### config.mk
export PLATFORM = sky130hd
export DESIGN_NAME = spike_encoder_flat
export DESIGN_NICKNAME = d
export VERILOG_FILES = /design/src/rtl/spike_encoder_if.sv /design/src/rtl/spike_encoder.sv /design/src/flat_wrapper.sv
export SDC_FILE = /design/constraint.sdc
export NUM_CORES = 1
export LEC_CHECK = 0
export CAP_MARGIN = 20
export CORE_UTILIZATION = 40
export DETAILED_ROUTE_END_ITERATION = 16
export MAX_ROUTING_LAYER = met4
export SLEW_MARGIN = 20
export SYNTH_ARGS = -nofsm -noshare
export SYNTH_HDL_FRONTEND = slang
export SYNTH_SLANG_ARGS = --single-unit
### constraint.sdc
create_clock -name clk -period 4.3 [get_ports clk]
set_clock_uncertainty 0.05 [all_clocks]
set_input_delay 0.645 -clock clk [delete_from_list [all_inputs] [get_ports clk]]
set_output_delay 0.645 -clock clk [all_outputs]
set_load 0.005 [all_outputs]
### src/rtl/spike_encoder_if.sv
// Spike-encoder bus: the value-vector handshake, the flush request, and the
// race-logic spike/timing outputs. The producer side (input buffer / bench)
// uses master; the encoder uses slave.
interface spike_encoder_if #(
  parameter int NUM_SPIKES = 4,
  parameter int VAL_W      = 4,
  parameter int CNT_W      = 3
);
  logic                        in_valid;
  logic                        in_ready;
  logic [NUM_SPIKES*VAL_W-1:0] in_vals;
  logic                        flush;
  logic [NUM_SPIKES-1:0]       should_spike_out_l;
  logic                        gamma_start;
  logic                        gamma_done;
  logic [CNT_W-1:0]            gamma_cnt;

  modport master (
    output in_valid,
    output in_vals,
    output flush,
    input  in_ready,
    input  should_spike_out_l,
    input  gamma_start,
    input  gamma_done,
    input  gamma_cnt
  );

  modport slave (
    input  in_valid,
    input  in_vals,
    input  flush,
    output in_ready,
    output should_spike_out_l,
    output gamma_start,
    output gamma_done,
    output gamma_cnt
  );
endinterface

### src/rtl/spike_encoder.sv
// Race-logic temporal encoder: each latched value becomes an active-low spike
// whose onset time within one gamma window equals the value.
//
// state | meaning
// ------+---------------------------------------------------------------
// IDLE  | waiting for a value vector; in_ready high, all lines high
// RUN   | gamma window in progress; cnt = time step k, lines fall at k >= value
// REST  | one all-high cycle so downstream race state can clear
module spike_encoder #(
  parameter int NUM_SPIKES = 4,
  parameter int VAL_W      = 4,
  parameter int GAMMA_LEN  = 8
) (
  input  logic          clk,
  input  logic          rst_l,
  spike_encoder_if.slave bus
);

  localparam int CNT_W = $clog2(GAMMA_LEN);
  localparam int CMP_W = (VAL_W > CNT_W) ? VAL_W : CNT_W;
  localparam logic [CNT_W-1:0] LAST = CNT_W'(GAMMA_LEN - 1);

  typedef enum logic [1:0] {
    ST_IDLE = 2'd0,
    ST_RUN  = 2'd1,
    ST_REST = 2'd2
  } state_e;

  state_e                      state_q, state_d;
  logic [CNT_W-1:0]            cnt_q, cnt_d;
  logic [NUM_SPIKES*VAL_W-1:0] vals_q, vals_d;

  logic [NUM_SPIKES-1:0]       spike_l_q, spike_l_d;
  logic                        in_ready_q, in_ready_d;
  logic                        gamma_start_q, gamma_start_d;
  logic                        gamma_done_q, gamma_done_d;
  logic [CNT_W-1:0]            gamma_cnt_q, gamma_cnt_d;
  logic                        run_d;

  always_comb begin
    state_d = state_q;
    cnt_d   = cnt_q;
    vals_d  = vals_q;
    case (state_q)
      ST_IDLE: begin
        // An accept outranks a simultaneous flush here.
        if (bus.in_valid) begin
          vals_d  = bus.in_vals;
          cnt_d   = '0;
          state_d = ST_RUN;
        end
      end
      ST_RUN: begin
        if (bus.flush) begin
          cnt_d   = '0;
          state_d = ST_IDLE;
        end else if (cnt_q == LAST) begin
          cnt_d   = '0;
          state_d = ST_REST;
        end else begin
          cnt_d = cnt_q + CNT_W'(1);
        end
      end
      ST_REST: begin
        cnt_d   = '0;
        state_d = ST_IDLE;
      end
      default: begin
        cnt_d   = '0;
        state_d = ST_IDLE;
      end
    endcase
  end

  // Outputs are computed from the next state so they can be registered
  // without adding a cycle of latency to the first spike.
  always_comb begin
    run_d         = (state_d == ST_RUN);
    in_ready_d    = (state_d == ST_IDLE);
    gamma_start_d = run_d && (cnt_d == '0);
    gamma_done_d  = run_d && (cnt_d == LAST);
    gamma_cnt_d   = run_d ? cnt_d : '0;
    spike_l_d     = '1;
    for (int i = 0; i < NUM_SPIKES; i++) begin
      spike_l_d[i] = ~(run_d &&
                       (CMP_W'(vals_d[i*VAL_W +: VAL_W]) <= CMP_W'(cnt_d)));
    end
  end

  always_ff @(posedge clk or negedge rst_l) begin
    if (!rst_l) begin
      state_q       <= ST_IDLE;
      cnt_q         <= '0;
      vals_q        <= '0;
      spike_l_q     <= '1;
      in_ready_q    <= 1'b1;
      gamma_start_q <= 1'b0;
      gamma_done_q  <= 1'b0;
      gamma_cnt_q   <= '0;
    end else begin
      state_q       <= state_d;
      cnt_q         <= cnt_d;
      vals_q        <= vals_d;
      spike_l_q     <= spike_l_d;
      in_ready_q    <= in_ready_d;
      gamma_start_q <= gamma_start_d;
      gamma_done_q  <= gamma_done_d;
      gamma_cnt_q   <= gamma_cnt_d;
    end
  end

  assign bus.should_spike_out_l = spike_l_q;
  assign bus.in_ready           = in_ready_q;
  assign bus.gamma_start        = gamma_start_q;
  assign bus.gamma_done         = gamma_done_q;
  assign bus.gamma_cnt          = gamma_cnt_q;

  // Once a line has fallen within a window it must stay low until REST.
  property p_monotonic;
    @(posedge clk) disable iff (!rst_l)
      (state_q == ST_RUN && cnt_q != '0) |-> ((spike_l_q & ~$past(spike_l_q)) == '0);
  endproperty
  a_monotonic: assert property (p_monotonic);

  property p_idle_quiet;
    @(posedge clk) disable iff (!rst_l)
      in_ready_q |-> (&spike_l_q && !gamma_start_q && !gamma_done_q);
  endproperty
  a_idle_quiet: assert property (p_idle_quiet);

endmodule

### src/flat_wrapper.sv
// flat-port wrapper written by rule: the top's interface ports become plain ports
module spike_encoder_flat 
#(
  parameter int NUM_SPIKES = 4,
  parameter int VAL_W      = 4,
  parameter int GAMMA_LEN  = 8
)
  (clk, rst_l, bus_in_valid, bus_in_vals, bus_flush, bus_in_ready, bus_should_spike_out_l, bus_gamma_start, bus_gamma_done, bus_gamma_cnt);
  spike_encoder_if #(.NUM_SPIKES(NUM_SPIKES), .VAL_W(VAL_W), .CNT_W(($clog2((8))))) bus_i ();
  input  logic clk;
  input  logic rst_l;
  input wire logic [$bits(bus_i.in_valid)-1:0] bus_in_valid;
  input wire logic [$bits(bus_i.in_vals)-1:0] bus_in_vals;
  input wire logic [$bits(bus_i.flush)-1:0] bus_flush;
  output wire logic [$bits(bus_i.in_ready)-1:0] bus_in_ready;
  output wire logic [$bits(bus_i.should_spike_out_l)-1:0] bus_should_spike_out_l;
  output wire logic [$bits(bus_i.gamma_start)-1:0] bus_gamma_start;
  output wire logic [$bits(bus_i.gamma_done)-1:0] bus_gamma_done;
  output wire logic [$bits(bus_i.gamma_cnt)-1:0] bus_gamma_cnt;
  assign bus_i.in_valid = bus_in_valid;
  assign bus_i.in_vals = bus_in_vals;
  assign bus_i.flush = bus_flush;
  assign bus_in_ready = bus_i.in_ready;
  assign bus_should_spike_out_l = bus_i.should_spike_out_l;
  assign bus_gamma_start = bus_i.gamma_start;
  assign bus_gamma_done = bus_i.gamma_done;
  assign bus_gamma_cnt = bus_i.gamma_cnt;
  spike_encoder #(.NUM_SPIKES(NUM_SPIKES), .VAL_W(VAL_W), .GAMMA_LEN(GAMMA_LEN)) u_core (.clk(clk), .rst_l(rst_l), .bus(bus_i));
endmodule
Yosys cells after proc, flatten, opt, wreduce, memory -nomap -nowiden:

Index checks and enable logic that the tools add are counted.

* register bits after elaboration: 31
* bits of input ports: 20
* word-level logic and storage cells: 41

* add/subtract/negate cells: 1
* magnitude comparators: 4
* eq/ne operators: 4
* muxes and demuxes: 11
* bitwise operators: 4
* reductions and logical operators: 9

Operators with widths (number)
* $mux W16: 2
* $le A4 B3 Y1: 4
* $mux W3: 4
* $eq A3 B3 Y1 const B: 2
* $logic_and A1 B1 Y1: 6
* $mux W2: 3
* $pmux W3 S2: 1
* $eq A2 B1 Y1 const B: 2
* $logic_not A2 Y1: 2
* $not A1 Y1: 4
* $pmux W2 S2: 1
* $add A3 B1 Y3 const B: 1
* $logic_not A3 Y1: 1

Longest topological paths before layout:

Gate-level depths: netlist (run 1).

* depth after elaboration: 7
* depth in mapped cells: 10
* depth with buffers taken out: 10

Worst setup path before layout (run 1):

Ideal clock, no wire load.

* kind: input to register
* from: input bus_in_valid
* to: register u_core.spike_l_q[3], in the netlist u_core.bus.should_spike_out_l[3]
* arrival time: 2.425 ns
* required time: 4.162 ns
* slack: 1.737 ns
* cell stages on the path: 8
* path buffers: 1
* cell sequence: nor3b_4 -> buf_6 -> mux2_2 -> ha_1 -> nor2b_1 -> o21ai_0 -> a32oi_1 -> or3_1

* longest elaborated chain between the ends: 5
* elaborated cells on any way between the ends: 10

Ends and longest elaborated chain
* start, declared: line flat_wrapper.sv:12 `input wire logic [$bits(bus_i.in_valid)-1:0] bus_in_valid;`
* $mux W16: line spike_encoder.sv:47 `if (bus.in_valid) begin`
* $mux W16: line spike_encoder.sv:44 `case (state_q)`
* via u_core.vals_d[13]: line spike_encoder.sv:31 `logic [NUM_SPIKES*VAL_W-1:0] vals_q, vals_d;`
* $le A4 B3 Y1: line spike_encoder.sv:86 `(CMP_W'(vals_d[i*VAL_W +: VAL_W]) <= CMP_W'(cnt_d)));`
* $logic_and A1 B1 Y1: line spike_encoder.sv:85 `spike_l_d[i] = ~(run_d &&`
* $not A1 Y1: line spike_encoder.sv:85
* via u_core.spike_l_d[3]: line spike_encoder.sv:33 `logic [NUM_SPIKES-1:0] spike_l_q, spike_l_d;`
* end signal, assigned: line spike_encoder.sv:104 `spike_l_q <= spike_l_d;`
* end, declared: line spike_encoder.sv:33

The timed path passes the listed nets, and every way through them passes these cells.

Final worst setup path (run 1):

* from: input bus_in_valid
* to: register u_core.spike_l_q[2], in the netlist u_core.bus.should_spike_out_l[2]

Same word-level chain as after synthesis.

==> results.py, run 1 <==
metrics = {
    "floorplanning": {
        "coreArea_mm2": 0.00342,
        "die-area_mm2": 0.00388,
        "start_util_pct": 42.6,
        "ioPinCount": 30,
        "dieWidth_um": 62.3,
        "dieHeight_um": 62.3,
        "rows": 21,
    },
    "final_layout": {
        "final_area_mm2": 0.00189,
        "antennaDiodeCount": 0,
        "nNetsFinal": 182,
        "final_core_util_pct": 55.3,
        "fin_cells": 195,
        "areaGrowthSynthToFinish_pct": 29.8,
        "fillers": 296,
        "drive_gt1_share_pct": 18.8,
    },
    "logic_synthesis": {
        "ys_ff_latch": 31,
        "synthAdderAreaFrac_pct": 12.0,
        "synth_top_family_by_area": "adder cells",
        "syn_nets": 147,
        "synthCells": 113,
        "synth_commonest_cells": "dfrtp_1, ha_1, mux2_2",
        "synth_top_cells_by_area": "dfrtp_1, ha_1, mux2_2, dfstp_2, inv_1",
        "yosys.cell_types.count": 25,
        "async_reset_ff_share_pct": 100,
        "synthFlopType": "dfrtp_1",
        "synth-edff-count": 0,
        "synth.most_common_cell": "dfrtp_1",
        "yosysSeqAreaShare_pct": 53.7,
        "synth_top_cell_by_area": "dfrtp_1",
        "ys_warn_count": 0,
        "avgSynthCellArea_um2": 12.9,
        "synthSimpleGateAreaFrac_pct": 11.3,
        "syn-cell-area_mm2": 0.00146,
        "synth_mux_area_share_pct": 12.0,
        "synth_compound_area_share_pct": 6.02,
        "yosys.area_share.xor_xnor_pct": 0,
        "synth_top_area_share_pct": 44.7,
    },
    "global_route": {
        "grt_use_met1_pct": 19.6,
        "grt_max_degree": 32,
        "gr-total-overflow": 0,
        "gr-max-usage-layer": "met2",
        "antenna_found_initial": 0,
        "grt_pass1_vias": 1009,
        "grt_use_met3_pct": 3.49,
        "grt_first_pass_wirelength_um": 4720,
        "grt_use_met2_pct": 26.5,
        "grt_usage_pct": 16.7,
    },
    "power": {
        "peakVddDrop_mv": 0.222,
        "p_leak_nw": 0.852,
        "powerDensity_mw_per_mm2": 449,
    },
    "critical_path": {
        "critical_path_buf_inv_count": 1,
        "cp.arrival_ps": 3150,
        "path_delay_family": "simple AND/OR/NAND/NOR gates",
        "path_class": "primary input to register",
        "crit_required_ps": 4510,
        "r2r-end": "u_core.bus.should_spike_out_l[2]$_DFF_PN1_",
        "rr_startpoint": "u_core.state_q[1]$_DFF_PN0_",
        "worstSetupEndpointType": "register",
        "critPathMaxFanout": 11,
        "crit_chain": "clkdlybuf4s50_1 > nor3b_4 > mux2_2 > ha_1 > nor2b_1 > o21ai_0 > a32oi_1 > or3_1",
        "worstRegToRegCells": 7,
        "path_depth": 8,
        "cpMaxStageDelayCell": "nor3b_4",
        "reg2reg_slack_ps": 1680,
        "start_kind": "primary input",
        "slowest_delay_ps": 570,
    },
    "route": {
        "avgViaCountPerCell": 4.93,
        "wl_um": 2600,
        "drt_iter0_drc": 49,
        "drc_errors": 0,
        "ant_nets": 0,
        "vias": 961,
        "dr.pass1.iters": 4,
        "wl_per_cell_um": 13.3,
    },
    "place": {
        "dp_hpwl_um": 1890,
        "placed_area_mm2": 0.00179,
        "dp.cells": 187,
        "numPortBuffers": 29,
        "gp_congestion": 0.809,
    },
    "timing": {
        "setup_viol": 0,
        "holdWs_ps": 449,
        "hold_violations": 0,
        "fmax_mhz": 341,
        "worst_pin_slew_ps": 695,
        "fin_tns_setup_ps": 0,
        "slew_viol_final": 0,
        "min_period_ps": 2940,
        "timing.final.crit_share_pct": 68.3,
        "slew_headroom_pct": 53.6,
        "rsz0062_at_grt": "no",
    },
    "clock_tree": {
        "ctsHoldBuffers": 0,
        "clkLatencyLatePin_ps": 330,
        "clock_sinks": 31,
        "numCtsBuffers": 5,
        "clk_pin_slew_ps": 100,
        "ctsResizeCount": 0,
        "h-tree-depth": 2,
        "cts-root-buf": "clkbuf_4",
        "cts_buffer_depth": 2,
        "postCtsSetupBuffers": 0,
        "tritoncts": "done",
    },
    "worst_hold_path": {
        "min_path_type": "register to register",
        "hp-start": "u_core.vals_q[0]$_DFF_PN0_",
        "holdPathStages": 2,
        "whs_endpoint": "u_core.vals_q[0]$_DFF_PN0_",
    },
    "outcome": {
        "outcome": "finished clean",
    },
    "job": {
        "maxCapViolCount": 0,
    },
}
[metrics by stage]
stage | setup slack [ps] | total power, W
6_report | 1360 | 0.000847
4_1_cts | 1310 | 0.000861
3_5_place_dp | 957 | 0.000577
2_1_floorplan | 1740 | 0.000496
5_1_grt | 1200 | 0.000906
3_3_place_gp | 1050 | 0.000570
[state kept, by name, summed over array words and instances (netlist names)]
| name | count |
|---|---|
| u_core.bus.gamma_start | 1 |
| u_core.state_q | 2 |
| u_core.bus.in_ready | 1 |
| u_core.cnt_q | 3 |
| u_core.bus.gamma_cnt | 3 |
| u_core.vals_q | 16 |
| u_core.bus.gamma_done | 1 |
| u_core.bus.should_spike_out_l | 4 |
[kinds of logic after synthesis]
| kind of cell | count (synthesis) |
|---|---|
| flip-flops | 31 |
| multiplexers | 16 |
| AO/OA/AOI/OAI | 13 |
| buffers and inverters | 14 |
| adder cells (fa/ha/maj) | 14 |
| AND/OR/NAND/NOR | 25 |
[cell type report]
type,count,area [µm²],area share [%]
sequential,31,782,41.4
multi-input combinational,68,602,31.9
timing repair buffer,31,305,16.2
clock inverter,2,60.1,3.18
tap,46,57.6,3.05
clock buffer,6,41.3,2.19
inverter,11,41.3,2.19
[routing by layer]
metal  routed length [µm]  part of all wire [%]
met2                 1300                    50
met5                    0                     0
met4                    8                  0.31
met3                   95                   3.7
met1                 1190                    46
[worst reg2reg max path, stage by stage (launching register included)]
cell and delay, ps:
dfrtp_1 490, nor3b_4 590, mux2_2 420, ha_1 310, nor2b_1 140, o21ai_0 160
a32oi_1 80, or3_1 310
[power by group]
group          total [W]  internal, W  switching, W
registers       0.000362     0.000346     0.0000167
clock network   0.000280     0.000181     0.0000985
logic           0.000205     0.000113     0.0000923
[cell usage in the layout, fill, tap and decap left out]
| cell | synthesis | routed |
|---|---|---|
| nor4b_1 | 2 | 2 |
| nor3b_1 | 1 | 1 |
| a21oi_2 | 1 | 1 |
| a211o_1 | 1 | 1 |
| nand2b_1 | 1 | 1 |
| a32oi_1 | 4 | 4 |
| nor2b_1 | 6 | 6 |
| nor3b_4 | 1 | 1 |
| and2_1 | 1 | 1 |
| o21ai_0 | 4 | 4 |
| mux2i_1 | 4 | 4 |
| bufinv_16 | 0 | 2 |
| dfrtp_1 | 26 | 26 |
| clkdlybuf4s50_1 | 0 | 29 |
| nand3b_1 | 1 | 1 |
| nor2_1 | 4 | 4 |
| nor4_1 | 2 | 2 |
| a21oi_1 | 3 | 3 |
| nand2_1 | 1 | 1 |
| ha_1 | 14 | 14 |
| buf_4 | 1 | 2 |
| and3_1 | 1 | 1 |
| mux2_2 | 12 | 12 |
| clkbuf_1 | 0 | 1 |
| dfstp_2 | 5 | 5 |
| inv_1 | 11 | 11 |
| or3_1 | 4 | 4 |
| clkbuf_4 | 0 | 5 |
[worst max-delay path by stage]
stage,startpoint,to,slack (ps)
after floorplan,bus_in_valid,u_core.bus.should_spike_out_l[3]$_DFF_PN1_,1740
after global placement,bus_in_valid,u_core.bus.should_spike_out_l[3]$_DFF_PN1_,1050
after detailed placement,bus_in_valid,u_core.bus.should_spike_out_l[2]$_DFF_PN1_,960
after CTS,bus_in_valid,u_core.bus.should_spike_out_l[2]$_DFF_PN1_,1310
after global routing,bus_in_valid,u_core.bus.should_spike_out_l[0]$_DFF_PN1_,1200
final,bus_in_valid,u_core.bus.should_spike_out_l[2]$_DFF_PN1_,1360
Note: power is estimated with default switching activity, not from simulation.
==> inputs of run 2 (changes only) <==
==> constraint.sdc (replaced) <==
create_clock -name clk -period 2.75 [get_ports clk]
set_clock_uncertainty 0.05 [all_clocks]
set_input_delay 0.4125 -clock clk [delete_from_list [all_inputs] [get_ports clk]]
set_output_delay 0.4125 -clock clk [all_outputs]
set_load 0.005 [all_outputs]
==> results.py, run 2 (synthesis results as in run 1) <==
metrics = {
    "place": {
        "dp.cells": 192,
        "gp_congestion": 0.784,
        "dp_hpwl_um": 1920,
        "dp_slack_ps": -37.0,
        "numPortBuffers": 29,
    },
    "worst_hold_path": {
        "min_path_type": "primary input to async pin",
    },
    "timing": {
        "timing.final.crit_share_pct": 90.0,
        "hold_violations": 0,
        "fin_tns_setup_ps": 0,
        "worst_pin_slew_ps": 376,
        "rsz0062_at_grt": "no",
        "min_period_ps": 2480,
        "slew_viol_final": 0,
        "slew_headroom_pct": 74.9,
        "setup_slack_ps": 274,
        "fmax_mhz": 404,
        "setup_viol": 0,
    },
    "power": {
        "powerDensity_mw_per_mm2": 608,
        "peakVddDrop_mv": 0.248,
        "p_leak_nw": 0.855,
    },
    "route": {
        "drc_errors": 0,
        "wl_per_cell_um": 13.4,
        "drt_iter0_drc": 26,
        "dr.pass1.iters": 4,
        "avgViaCountPerCell": 4.93,
        "wl_um": 2680,
        "ant_nets": 0,
        "vias": 985,
    },
    "critical_path": {
        "slowest_delay_ps": 490,
        "path_class": "primary input to register",
        "crit_chain": "clkdlybuf4s50_1 > nor3b_4 > buf_12 > mux2_2 > ha_1 > nor2b_1 > o21ai_0 > a32oi_1 > or3_1",
        "critical_path_buf_inv_count": 2,
        "cp.arrival_ps": 2670,
        "cpMaxStageDelayCell": "clkdlybuf4s50_1",
        "crit_required_ps": 2940,
        "worstSetupEndpointType": "register",
        "path_delay_family": "buffers and inverters",
        "start_kind": "primary input",
        "critPathMaxFanout": 15,
    },
    "global_route": {
        "grt_max_degree": 32,
        "gr-total-overflow": 0,
        "grt_pass1_vias": 1008,
        "antenna_found_initial": 0,
        "grt_first_pass_wirelength_um": 4590,
        "grt_usage_pct": 16.4,
    },
    "floorplanning": {
        "ioPinCount": 30,
        "rows": 21,
        "dieWidth_um": 62.3,
        "dieHeight_um": 62.3,
        "coreArea_mm2": 0.00342,
        "start_util_pct": 42.6,
        "die-area_mm2": 0.00388,
    },
    "clock_tree": {
        "h-tree-depth": 2,
        "postCtsSetupBuffers": 0,
        "cts-root-buf": "clkbuf_4",
        "cts_buffer_depth": 2,
        "clock_sinks": 31,
        "ctsHoldBuffers": 0,
        "clk_pin_slew_ps": 80,
        "tritoncts": "done",
        "ctsResizeCount": 0,
        "numCtsBuffers": 5,
        "clkLatencyLatePin_ps": 320,
    },
    "final_layout": {
        "largest_register": "u_core.vals_q",
        "antennaDiodeCount": 0,
        "most-common-layout-cells": "clkdlybuf4s50_1, dfrtp_1, ha_1, mux2_2, inv_1",
        "layout.cells.most_common": "clkdlybuf4s50_1",
        "fin_cells": 200,
        "largest_reg_flops": 16,
        "nNetsFinal": 187,
        "areaGrowthSynthToFinish_pct": 29.7,
        "drive_gt1_share_pct": 20.1,
    },
    "job": {
        "maxCapViolCount": 0,
    },
    "outcome": {
        "outcome": "finished clean",
    },
}
## run 2: through the flow
| stage | total power, W | hold WS [ps] | area (µm²) | util, % |
|---|---|---|---|---|
| final | 0.00115 | 431 | 1890 | 55.2 |
| after CTS | 0.00117 | 430 | 1890 | 55.2 |
| after global placement | 0.000901 | 423 | 1840 | 53.8 |
| after floorplan | 0.000776 | 66.9 | 1460 | - |
| after global routing | 0.00124 | 458 | 1890 | 55.2 |
| after detailed placement | 0.000918 | 434 | 1840 | 53.8 |
## run 2: worst paths after layout
kind	start	cells past startpoint	slack [ps]	to
worst max-delay path	bus_in_valid	9	270	u_core.bus.should_spike_out_l[1]$_DFF_PN1_
worst min-delay path	rst_l	2	430	u_core.vals_q[8]$_DFF_PN0_
worst max register to register	u_core.state_q[1]$_DFF_PN0_	8	320	u_core.bus.should_spike_out_l[1]$_DFF_PN1_
worst min register to register	u_core.cnt_q[0]$_DFF_PN0_	1	440	u_core.bus.gamma_cnt[0]$_DFF_PN0_
max in group asynchronous	rst_l	2	1900	u_core.bus.should_spike_out_l[0]$_DFF_PN1_
min in group clk	u_core.cnt_q[0]$_DFF_PN0_	1	440	u_core.bus.gamma_cnt[0]$_DFF_PN0_
## run 2: layout make-up
class | count | area [µm²]
Inverter | 11 | 41.3
Clock buffer | 8 | 48.8
Timing Repair Buffer | 36 | 355
Sequential cell | 31 | 782
Tap cell | 46 | 57.6
Fill cell | 287 | 1530
Multi-Input combinational cell | 68 | 602
## run 2: per-layer routing
layer | wire [µm] | global-route usage [%] | vias to the layer above
li1 | - | - | 478
met1 | 1170 | 17.6 | 481
met2 | 1360 | 27.6 | 21
met3 | 106 | 5.70 | 5
met4 | 43 | 6.98 | 0
met5 | 0 | - | -
## run 2: power by group
group	internal, W	leakage, nW	switching [W]	total [W]
Combinational	0.000190	0.454	0.000150	0.000340
Clock	0.000102	0.0265	0.000138	0.000240
Sequential	0.000540	0.374	0.0000269	0.000567
Total	0.000832	0.855	0.000315	0.00115
==> inputs of run 3 (changes only) <==
--- a/config.mk
+++ b/config.mk
@@ -9,7 +9,7 @@
 export CORE_UTILIZATION = 40
 export DETAILED_ROUTE_END_ITERATION = 16
 export MAX_ROUTING_LAYER = met4
-export SLEW_MARGIN = 20
+export SLEW_MARGIN = 30
 export SYNTH_ARGS = -nofsm -noshare
 export SYNTH_HDL_FRONTEND = slang
 export SYNTH_SLANG_ARGS = --single-unit
==> results of run 3 <==
Same layout as run 2: the final DEF is identical, and so are final timing and power.
